$ cat src/rtl/program_loader_if.sv
// program_loader_if: nibble stream valid/ready handshake into the program loader.
interface program_loader_if #(parameter int DATA_W = 4);
   logic              in_valid;
   logic [DATA_W-1:0] in_data;
   logic              in_ready;
   modport master (output in_valid, in_data, input in_ready);
   modport slave (input in_valid, in_data, output in_ready);
endinterface

$ cat src/rtl/program_loader.sv
// program_loader: loads the 16x4 CPU instruction store from a length/payload/checksum nibble stream.
module program_loader #(
   parameter int                DATA_W    = 4,
   parameter int                ADDR_W    = 4,
   parameter int                DEPTH     = 16,
   parameter logic [DATA_W-1:0] FILL_WORD = 4'hE
) (
   input  logic              clk,
   input  logic              reset,
   input  logic              load_start,
   program_loader_if.slave   s,
   input  logic [ADDR_W-1:0] fetch_addr,
   output logic [DATA_W-1:0] fetch_instr,
   output logic              cpu_reset,
   output logic              busy,
   output logic              done,
   output logic              error,
   output logic [ADDR_W:0]   loaded_len
);
   typedef enum logic [2:0] {IDLE, LEN, DATA, CSUM, FILL, RUN, ERR} state_t;
   state_t            state, state_nx;
   logic [DATA_W-1:0] mem [DEPTH];
   logic [ADDR_W-1:0] ptr;
   logic [DATA_W-1:0] sum;
   logic              match, ready, xfer, last_data, last_fill;
   always_comb begin
      ready     = state inside {LEN, DATA, CSUM};
      xfer      = s.in_valid && ready;
      last_data = {1'b0, ptr} == loaded_len - (ADDR_W+1)'(1);
      last_fill = ptr == ADDR_W'(DEPTH-1);
      state_nx  = state;
      unique case (state)
         IDLE, RUN, ERR: state_nx = load_start ? LEN : state;
         LEN:            state_nx = xfer ? DATA : LEN;
         DATA:           state_nx = (xfer && last_data) ? CSUM : DATA;
         CSUM:           state_nx = !xfer ? CSUM : !loaded_len[ADDR_W] ? FILL : (s.in_data == sum) ? RUN : ERR;
         FILL:           state_nx = !last_fill ? FILL : match ? RUN : ERR;
         default:        state_nx = IDLE;
      endcase
   end
   assign s.in_ready  = ready;
   assign cpu_reset   = state != RUN;
   assign busy        = state inside {LEN, DATA, CSUM, FILL};
   assign done        = state == RUN;
   assign error       = state == ERR;
   assign fetch_instr = mem[fetch_addr];
   always_ff @(posedge clk) begin
      if (reset) begin
         state      <= IDLE;
         ptr        <= '0;
         sum        <= '0;
         match      <= 1'b0;
         loaded_len <= '0;
         for (int i = 0; i < DEPTH; i++) mem[i] <= FILL_WORD;
      end else begin
         state <= state_nx;
         unique case (state)
            LEN: if (xfer) begin
               loaded_len <= (s.in_data == '0) ? (ADDR_W+1)'(DEPTH) : (ADDR_W+1)'(s.in_data);
               ptr        <= '0;
               sum        <= '0;
            end
            DATA: if (xfer) begin
               mem[ptr] <= s.in_data;
               sum      <= sum + s.in_data;
               ptr      <= ptr + 1'b1;
            end
            CSUM: if (xfer) begin
               match <= s.in_data == sum;
               ptr   <= loaded_len[ADDR_W-1:0];
            end
            FILL: begin
               mem[ptr] <= FILL_WORD;
               ptr      <= ptr + 1'b1;
            end
            default: ;
         endcase
      end
   end
endmodule
$ cat src/flat_wrapper.sv
// flat-port wrapper written by rule: the top's interface ports become plain ports
module program_loader_flat 
#(
   parameter int                DATA_W    = 4,
   parameter int                ADDR_W    = 4,
   parameter int                DEPTH     = 16,
   parameter logic [DATA_W-1:0] FILL_WORD = 4'hE
)
  (clk, reset, load_start, fetch_addr, fetch_instr, cpu_reset, busy, done, error, loaded_len, s_in_valid, s_in_data, s_in_ready);
  program_loader_if #(.DATA_W(DATA_W)) s_i ();
  input  logic clk;
  input  logic reset;
  input  logic load_start;
  input  logic [ADDR_W-1:0] fetch_addr;
  output logic [DATA_W-1:0] fetch_instr;
  output logic cpu_reset;
  output logic busy;
  output logic done;
  output logic error;
  output logic [ADDR_W:0] loaded_len;
  input wire logic [$bits(s_i.in_valid)-1:0] s_in_valid;
  input wire logic [$bits(s_i.in_data)-1:0] s_in_data;
  output wire logic [$bits(s_i.in_ready)-1:0] s_in_ready;
  assign s_i.in_valid = s_in_valid;
  assign s_i.in_data = s_in_data;
  assign s_in_ready = s_i.in_ready;
  program_loader #(.DATA_W(DATA_W), .ADDR_W(ADDR_W), .DEPTH(DEPTH), .FILL_WORD(FILL_WORD)) u_core (.clk(clk), .reset(reset), .load_start(load_start), .s(s_i), .fetch_addr(fetch_addr), .fetch_instr(fetch_instr), .cpu_reset(cpu_reset), .busy(busy), .done(done), .error(error), .loaded_len(loaded_len));
endmodule
$ cat config.mk
export PLATFORM = sky130hd
export DESIGN_NAME = program_loader_flat
export DESIGN_NICKNAME = d
export VERILOG_FILES = /design/src/rtl/program_loader_if.sv /design/src/rtl/program_loader.sv /design/src/flat_wrapper.sv
export SDC_FILE = /design/constraint.sdc
export NUM_CORES = 1
export LEC_CHECK = 0
export ABC_AREA = 1
export CORE_ASPECT_RATIO = 1.2
export CORE_MARGIN = 4
export CORE_UTILIZATION = 45
export CTS_BUF_LIST = sky130_fd_sc_hd__clkbuf_4 sky130_fd_sc_hd__clkbuf_8
export CTS_CLUSTER_DIAMETER = 50
export DETAILED_ROUTE_END_ITERATION = 16
export PLACE_DENSITY_LB_ADDON = 0.3
export SYNTH_ARGS = -nofsm -noshare
export SYNTH_HDL_FRONTEND = slang
export SYNTH_SLANG_ARGS = --single-unit
export TNS_END_PERCENT = 10
$ cat constraint.sdc
create_clock -name clk -period 2.9 [get_ports clk]
set_clock_uncertainty 0.1 [all_clocks]
set_input_delay 0.87 -clock clk [delete_from_list [all_inputs] [get_ports clk]]
set_output_delay 0.87 -clock clk [all_outputs]
set_load 0.05 [all_outputs]
==> results of run 1 <==
-- worst paths after layout --
| path | cells after the start | start | slack [ns] | end |
|---|---|---|---|---|
| worst max-delay path | 7 | fetch_addr[0] | 0.02 | fetch_instr[2] |
| worst min-delay path | 2 | u_core.sum[2] | 0.38 | u_core.sum[2] |
| worst min register to register | 2 | u_core.sum[2] | 0.38 | u_core.sum[2] |
| worst max register to register | 9 | u_core.state[2] | 1.06 | u_core.mem[1][1] |
-- power by group through the flow --
stage	Sequential [uW]	Combinational [uW]	Clock (uW)
floorplan	1350	382	0
CTS	1320	550	753
global placement	1340	537	0
finish	1320	551	742
global route	1320	618	797
detailed placement	1340	546	0
-- kinds of logic after synthesis --
| logic type | Yosys count | synth area share |
|---|---|---|
| AO/OA/AOI/OAI | 84 | 0.1086 |
| XOR/XNOR | 3 | 0.005849 |
| adder cells (fa/ha/maj) | 9 | 0.02673 |
| buffers and inverters | 97 | 0.08661 |
| flip-flops | 81 | 0.5035 |
| multiplexers | 16 | 0.03564 |
| AND/OR/NAND/NOR | 211 | 0.2331 |
-- worst max-delay path, stage by stage --
cell and delay (ns):
buf_8 0.12, buf_6 0.14, mux2i_2 0.16, o211ai_1 0.22, o211ai_1 0.13, nand2_1 0.13, buf_12 0.14
-- stage by stage --
step / hold slack [ns] / setup TNS [ns] / util
floorplan: 0.3491 / -0.06612 / -
global placement: 0.3644 / -1.151 / 0.5159
detailed placement: 0.3675 / -1.279 / 0.5159
CTS: 0.3806 / -0.2031 / 0.5382
global route: 0.4046 / -0.1181 / 0.5409
finish: 0.3782 / 0 / 0.5409
-- per-layer routing --
metal	vias up	share of wire	wire [microns]	global-route usage
met3	12	0.033	314	0.03023
met2	55	0.52	5000	0.3017
met4	0	0.017	163	0.06746
met5	-	0	0	0
li1	1713	-	-	-
met1	1563	0.43	4075	0.2175
-- final cells by class --
class / count / share of cell area
inverters: 79 / 0.05967
well taps: 123 / 0.02960
flip-flops and latches: 81 / 0.4350
clock buffers: 10 / 0.02526
repair buffers: 38 / 0.07940
repair inverters: 1 / 0.001444
multi-input cells: 323 / 0.3609
clock inverters: 6 / 0.008662
-- cell usage in the layout (no fill, tap or decap), types with 3 or more instances in the layout --
| cell | instances |
|---|---|
| a21oi_1 | 33 |
| a22oi_1 | 3 |
| buf_12 | 5 |
| buf_4 | 8 |
| buf_6 | 5 |
| clkbuf_8 | 9 |
| clkdlybuf4s50_1 | 13 |
| clkinvlp_4 | 5 |
| dfxtp_1 | 17 |
| dlygate4sd2_1 | 3 |
| edfxtp_1 | 64 |
| ha_1 | 8 |
| inv_1 | 60 |
| inv_2 | 16 |
| mux2i_1 | 12 |
| mux2i_2 | 3 |
| nand2_1 | 124 |
| nand2_2 | 7 |
| nand2_8 | 3 |
| nand3_1 | 18 |
| nand4_1 | 4 |
| nor2_1 | 25 |
| nor2_2 | 12 |
| nor2_4 | 12 |
| nor3_1 | 3 |
| o211ai_1 | 17 |
| o21ai_0 | 23 |
| o21ai_1 | 4 |
-- sequential cells by signal, summed over array words and instances, names as in the netlist --
name and cells:
u_core.loaded_len 5, u_core.ptr 4, u_core.state 3, u_core.sum 4, u_core.mem 64, u_core.match 1
-- timing repair --
item	in CTS	in global routing
gates cloned	1	0
endpoints found under the setup margin	7	5
pin swaps	1	5
hold buffers	0	0
resized for setup	18	18
==> qor.csv, run 1 <==
stage,metric,value,unit
timing,final worst setup slack,0.02378,ns
logic_synthesis,top-count cell post-synth,nand2_1,
power_and_ir_drop,Switch Pwr,825.1,uW
logic_synthesis,"Warnings, synthesis",0,
critical_path,CP required,1.93,ns
logic_synthesis,Synth Instances,501,
power_and_ir_drop,Leakage,0.001953,uW
logic_synthesis,"Seq/Total Area, Yosys",0.5035,
logic_synthesis,"flops & latches, synth",81,
job,Max-Cap Viols,0,
floorplan,Row Count,39,
detailed_routing,via count,3343,
floorplan,Core Area,9613,sq um
timing,Final Hold Viols,0,
floorplan,io pins,26,
power_and_ir_drop,Reg power frac,0.505,
global_routing,global-route wire length before repair,16.20,mm
status,status,"finished, final reports clean",
clock_network,H-Tree Depth,3,
place,GPL Wtd Cong,0.8543,
detailed_routing,number of detailed-route iterations in the first pass,4,
logic_synthesis,Post-synth EDFFs,64,
critical_path,critical path class,in -> out,
power_and_ir_drop,Comb pwr share,0.211,
cells_and_area,final std cells w/o fill,661,
cells_and_area,Syn-to-layout area delta,15.73,%
detailed_routing,total wire length,9.553,mm
detailed_routing,post-DR wirelength/cell,14.45,microns
clock_network,"Setup Fix Bufs, Post-CTS",0,
critical_path,CP arrival,1.91,ns
global_routing,largest net degree at the start of global routing,23,
timing,Slew @ Worst Pin,0.5022,ns
logic_synthesis,Synth top area share,0.4277,
clock_network,CTS tree,built,
timing,crit share post-route,0.9918,
detailed_routing,DRC,0,
floorplan,die area,11650,sq um
clock_network,clk_lat worst skew,0.35,ns
place,port buffer count,25,
logic_synthesis,post-synth top area cell,edfxtp_1,
cells_and_area,layout cells sized above 1,0.1859,
clock_network,clk sink count,81,
global_routing,GRT Residual Overflow,0,
floorplan,die height,117.5,microns
timing,crit path time final,2.876,ns
cells_and_area,fin area,5200,sq um
cells_and_area,number of fill cells,866,
logic_synthesis,Mapped Area,4493,sq um
clock_network,Clock transition at path regs,0.09,ns
power_and_ir_drop,Int Power,1785,uW
logic_synthesis,commonest cells in the netlist,"nand2_1 (127), edfxtp_1 (64), inv_1 (61)",
clock_network,CTS buffer count,9,
detailed_routing,routed vias/inst,5.057,
cells_and_area,Nets,554,
place,dpl ws,-0.3297,ns
power_and_ir_drop,total power,2610,uW
power_and_ir_drop,Clock power frac,0.284,
cells_and_area,multi-input logic area,1877,sq um
logic_synthesis,Synthesized Nets,522,
detailed_routing,DRT antenna net count,0,
power_and_ir_drop,Sw Ratio,0.3162,
place,DP Area,4960,sq um
floorplan,Die X,99.22,microns
critical_path,CP Capture Type,primary output,
detailed_routing,1st-iter DRT viols,197,
min_path,HP Class,reg -> reg,
logic_synthesis,Synth Flop Type,edfxtp_1,
place,hpwl dp,7.172,mm
global_routing,initial antenna violation count,0,
timing,RSZ-0062 raised after global routing,true,
timing,max-slew violation count,0,
floorplan,Initial Util,0.4674,
critical_path,CP startpoint kind,primary input,
cells_and_area,ANT cells,0,
timing,maximum clock rate,347.7,MHz
critical_path,CP Max Fanout,7,
logic_synthesis,Yosys cell types,34,
power_and_ir_drop,Max IR drop VDD,0.2804,mV
place,Inst Count DP,644,
global_routing,gr usage total,0.1755,
power_and_ir_drop,PwrDens,501.9,nW/um^2
cells_and_area,Reg area,2262,sq um
logic_synthesis,Mean Syn Cell Area,8.968,sq um
logic_synthesis,"FFs w/ async S/R, synth",0,
timing,final setup fails,0,
timing,max_slew headroom,0.6641,
logic_synthesis,Synth area leaders,"edfxtp_1 (43%), nand2_1 (11%), dfxtp_1 (7.6%), inv_1 (5.1%), a21oi_1 (3.7%)",
global_routing,vias in the first global route,3447,
clock_network,Root Driver,clkbuf_8,
clock_network,clock tree buffer depth,2,
Note: power is estimated with default switching activity, not from simulation.
==> inputs of run 2 (changes only) <==
--- a/config.mk
+++ b/config.mk
@@ -6,13 +6,13 @@
 export NUM_CORES = 1
 export LEC_CHECK = 0
 export ABC_AREA = 1
-export CORE_ASPECT_RATIO = 1.2
+export CORE_ASPECT_RATIO = 1.75
 export CORE_MARGIN = 4
 export CORE_UTILIZATION = 45
 export CTS_BUF_LIST = sky130_fd_sc_hd__clkbuf_4 sky130_fd_sc_hd__clkbuf_8
 export CTS_CLUSTER_DIAMETER = 50
 export DETAILED_ROUTE_END_ITERATION = 16
-export PLACE_DENSITY_LB_ADDON = 0.3
+export PLACE_DENSITY = 0.75
 export SYNTH_ARGS = -nofsm -noshare
 export SYNTH_HDL_FRONTEND = slang
 export SYNTH_SLANG_ARGS = --single-unit
==> qor.csv, run 2 (same netlist as run 1, synthesis figures left out) <==
stage,metric,value,unit,change
critical_path,CP Capture Type,primary output,,unchanged
timing,crit share post-route,0.9986,,was 0.9918
critical_path,CP Max Fanout,8,,was 7
place,port buffer count,25,,unchanged
timing,Final Hold Viols,0,,unchanged
cells_and_area,ANT cells,0,,unchanged
floorplan,die height,140.2,microns,was 117.5 microns
detailed_routing,routed vias/inst,5.276,,was 5.057
clock_network,Clock transition at path regs,0.09,ns,about the same
detailed_routing,DRT antenna net count,0,,unchanged
job,Max-Cap Viols,0,,unchanged
min_path,hold depth,2,,unchanged
clock_network,CTS tree,built,,unchanged
floorplan,Die X,83.54,microns,was 99.22 microns
timing,max-slew violation count,0,,unchanged
place,Inst Count DP,644,,unchanged
global_routing,initial antenna violation count,0,,unchanged
critical_path,CP required,1.93,ns,about the same
timing,RSZ-0062 raised after global routing,true,,unchanged
floorplan,io pins,26,,unchanged
cells_and_area,"commonest non-fill, non-tap cells in the layout","nand2_1 (123), edfxtp_1 (64), inv_1 (60)",,"was nand2_1 (124), edfxtp_1 (64), inv_1 (60)"
critical_path,CP arrival,1.93,ns,was 1.91 ns
timing,Slew @ Worst Pin,0.5028,ns,was 0.5022 ns
cells_and_area,Largest Register,u_core.mem,,unchanged
detailed_routing,number of detailed-route iterations in the first pass,5,,was 4
global_routing,grt met1 use,0.1824,,was 0.2175
floorplan,Row Count,48,,was 39
clock_network,clock tree buffer depth,2,,unchanged
clock_network,clk_lat worst skew,0.36,ns,was 0.35 ns
floorplan,die area,11710,sq um,was 11650 sq um
min_path,HP Class,reg -> reg,,unchanged
place,DP Area,4972,sq um,was 4960 sq um
power_and_ir_drop,PwrDens,511.6,nW/um^2,was 501.9 nW/um^2
timing,crit path time final,2.896,ns,was 2.876 ns
cells_and_area,Nets,555,,was 554
clock_network,clk sink count,81,,unchanged
global_routing,GRT Residual Overflow,0,,unchanged
cells_and_area,number of fill cells,830,,was 866
power_and_ir_drop,Max IR drop VDD,0.4989,mV,was 0.2804 mV
timing,maximum clock rate,345.3,MHz,was 347.7 MHz
critical_path,worst-path cell chain,buf_12 > buf_12 > mux2i_2 > o21ai_1 > o211ai_1 > nand2_2 > buf_12,,was buf_8 > buf_6 > mux2i_2 > o211ai_1 > o211ai_1 > nand2_1 > buf_12
clock_network,Root Driver,clkbuf_8,,unchanged
timing,final setup fails,0,,unchanged
global_routing,GR Layer Usage met2,0.3566,,was 0.3017
place,GPL Wtd Cong,0.9618,,was 0.8543
clock_network,H-Tree Depth,3,,unchanged
detailed_routing,total wire length,10.61,mm,was 9.553 mm
floorplan,Core Area,9789,sq um,was 9613 sq um
floorplan,Initial Util,0.4590,,was 0.4674
critical_path,Crit path top cell by count,buf_12,,was o211ai_1
global_routing,vias in the first global route,3704,,was 3447
critical_path,"Largest stage delay, worst path",0.24,ns,was 0.22 ns
place,hpwl dp,7.983,mm,was 7.172 mm
status,status,"finished, final reports clean",,unchanged
global_routing,global-route met3 utilization,0.03296,,was 0.03023
critical_path,"slowest stage cell, crit path",mux2i_2,,was o211ai_1
clock_network,CTS buffer count,9,,unchanged
cells_and_area,"commonest non-fill, non-tap cell in the layout",nand2_1,,unchanged
power_and_ir_drop,Leakage,0.001995,uW,was 0.001953 uW
cells_and_area,biggest regs,"u_core.mem x64, u_core.loaded_len x5",,unchanged
detailed_routing,via count,3503,,was 3343
critical_path,critical path class,in -> out,,unchanged
global_routing,global-route wire length before repair,17.33,mm,was 16.20 mm
cells_and_area,layout cells sized above 1,0.2096,,was 0.1859
cells_and_area,fin area,5348,sq um,was 5200 sq um
cells_and_area,max reg flops,64,,unchanged
global_routing,largest net degree at the start of global routing,17,,was 23
timing,max_slew headroom,0.6643,,was 0.6641
global_routing,gr usage total,0.1884,,was 0.1755
detailed_routing,DRC,0,,unchanged
detailed_routing,1st-iter DRT viols,184,,was 197
clock_network,Hold Buf Count CTS,0,,unchanged
critical_path,CP startpoint kind,primary input,,unchanged
critical_path,FF-to-FF path depth,9,,unchanged
cells_and_area,Syn-to-layout area delta,19.02,%,was 15.73%
detailed_routing,post-DR wirelength/cell,15.98,microns,was 14.45 microns
global_routing,GRT busiest layer,met2,,unchanged
cells_and_area,final std cells w/o fill,664,,was 661
run 2: area by class of cell:
cell class / count / area (sq um) / share of cell area
flip-flops and latches: 81 / 2262 / 0.4230
multi-input cells: 323 / 1932 / 0.3613
repair buffers: 40 / 488.0 / 0.09125
inverters: 79 / 310.3 / 0.05803
well taps: 125 / 156.4 / 0.02925
clock buffers: 10 / 131.4 / 0.02457
clock inverters: 6 / 67.56 / 0.01263
run 2: worst max-delay path, delay by kind of cell:
| family | cells | cell delay [ns] |
|---|---|---|
| multiplexers | 1 | 0.24 |
| buffers and inverters | 3 | 0.43 |
| AND/OR/NAND/NOR | 1 | 0.10 |
| AO/OA/AOI/OAI | 2 | 0.28 |
run 2: path summary, 6_finish.rpt:
kind | startpoint | endpoint | slack [ns]
worst max-delay path | fetch_addr[0] | fetch_instr[1] | 0.004
worst min-delay path | u_core.sum[2] | u_core.sum[2] | 0.38
worst max register to register | u_core.state[2] | u_core.mem[8][2] | 1.05
worst min register to register | u_core.sum[2] | u_core.sum[2] | 0.38
run 2: repair_timing:
item / 4_1_cts / 5_1_grt
pin swaps: 9 / 11
gates cloned: 2 / 0
setup buffers: 2 / 0
setup endpoints to repair: 7 / 5
gates resized for setup: 35 / 18
run 2: report_power, final:
group | leakage [uW] | total [uW] | switching [uW] | internal [uW]
clock | 0.0000963 | 834 | 424 | 410
combinational | 0.00127 | 582 | 385 | 197
sequential | 0.000629 | 1320 | 39.7 | 1280
run 2: per-stage QoR:
step	utilization	setup TNS, ns	hold slack (ns)	power [uW]	setup WS [ns]
2_1_floorplan	-	-0.06612	0.3491	1730	-0.02883
3_3_place_gp	0.5079	-1.527	0.3592	1887	-0.3916
3_5_place_dp	0.5079	-1.614	0.3694	1900	-0.4300
4_1_cts	0.5423	-0.07803	0.3821	2740	-0.02472
5_1_grt	0.5463	-0.05058	0.4058	2858	-0.02974
6_report	0.5463	0	0.3829	2736	0.003989
run 2: layer usage:
metal,part of all wire,up-vias,wire length [microns]
met3,0.042,38,445
met2,0.55,118,5881
li1,-,1709,-
met4,0.057,0,603
met5,0,-,0
met1,0.35,1638,3678
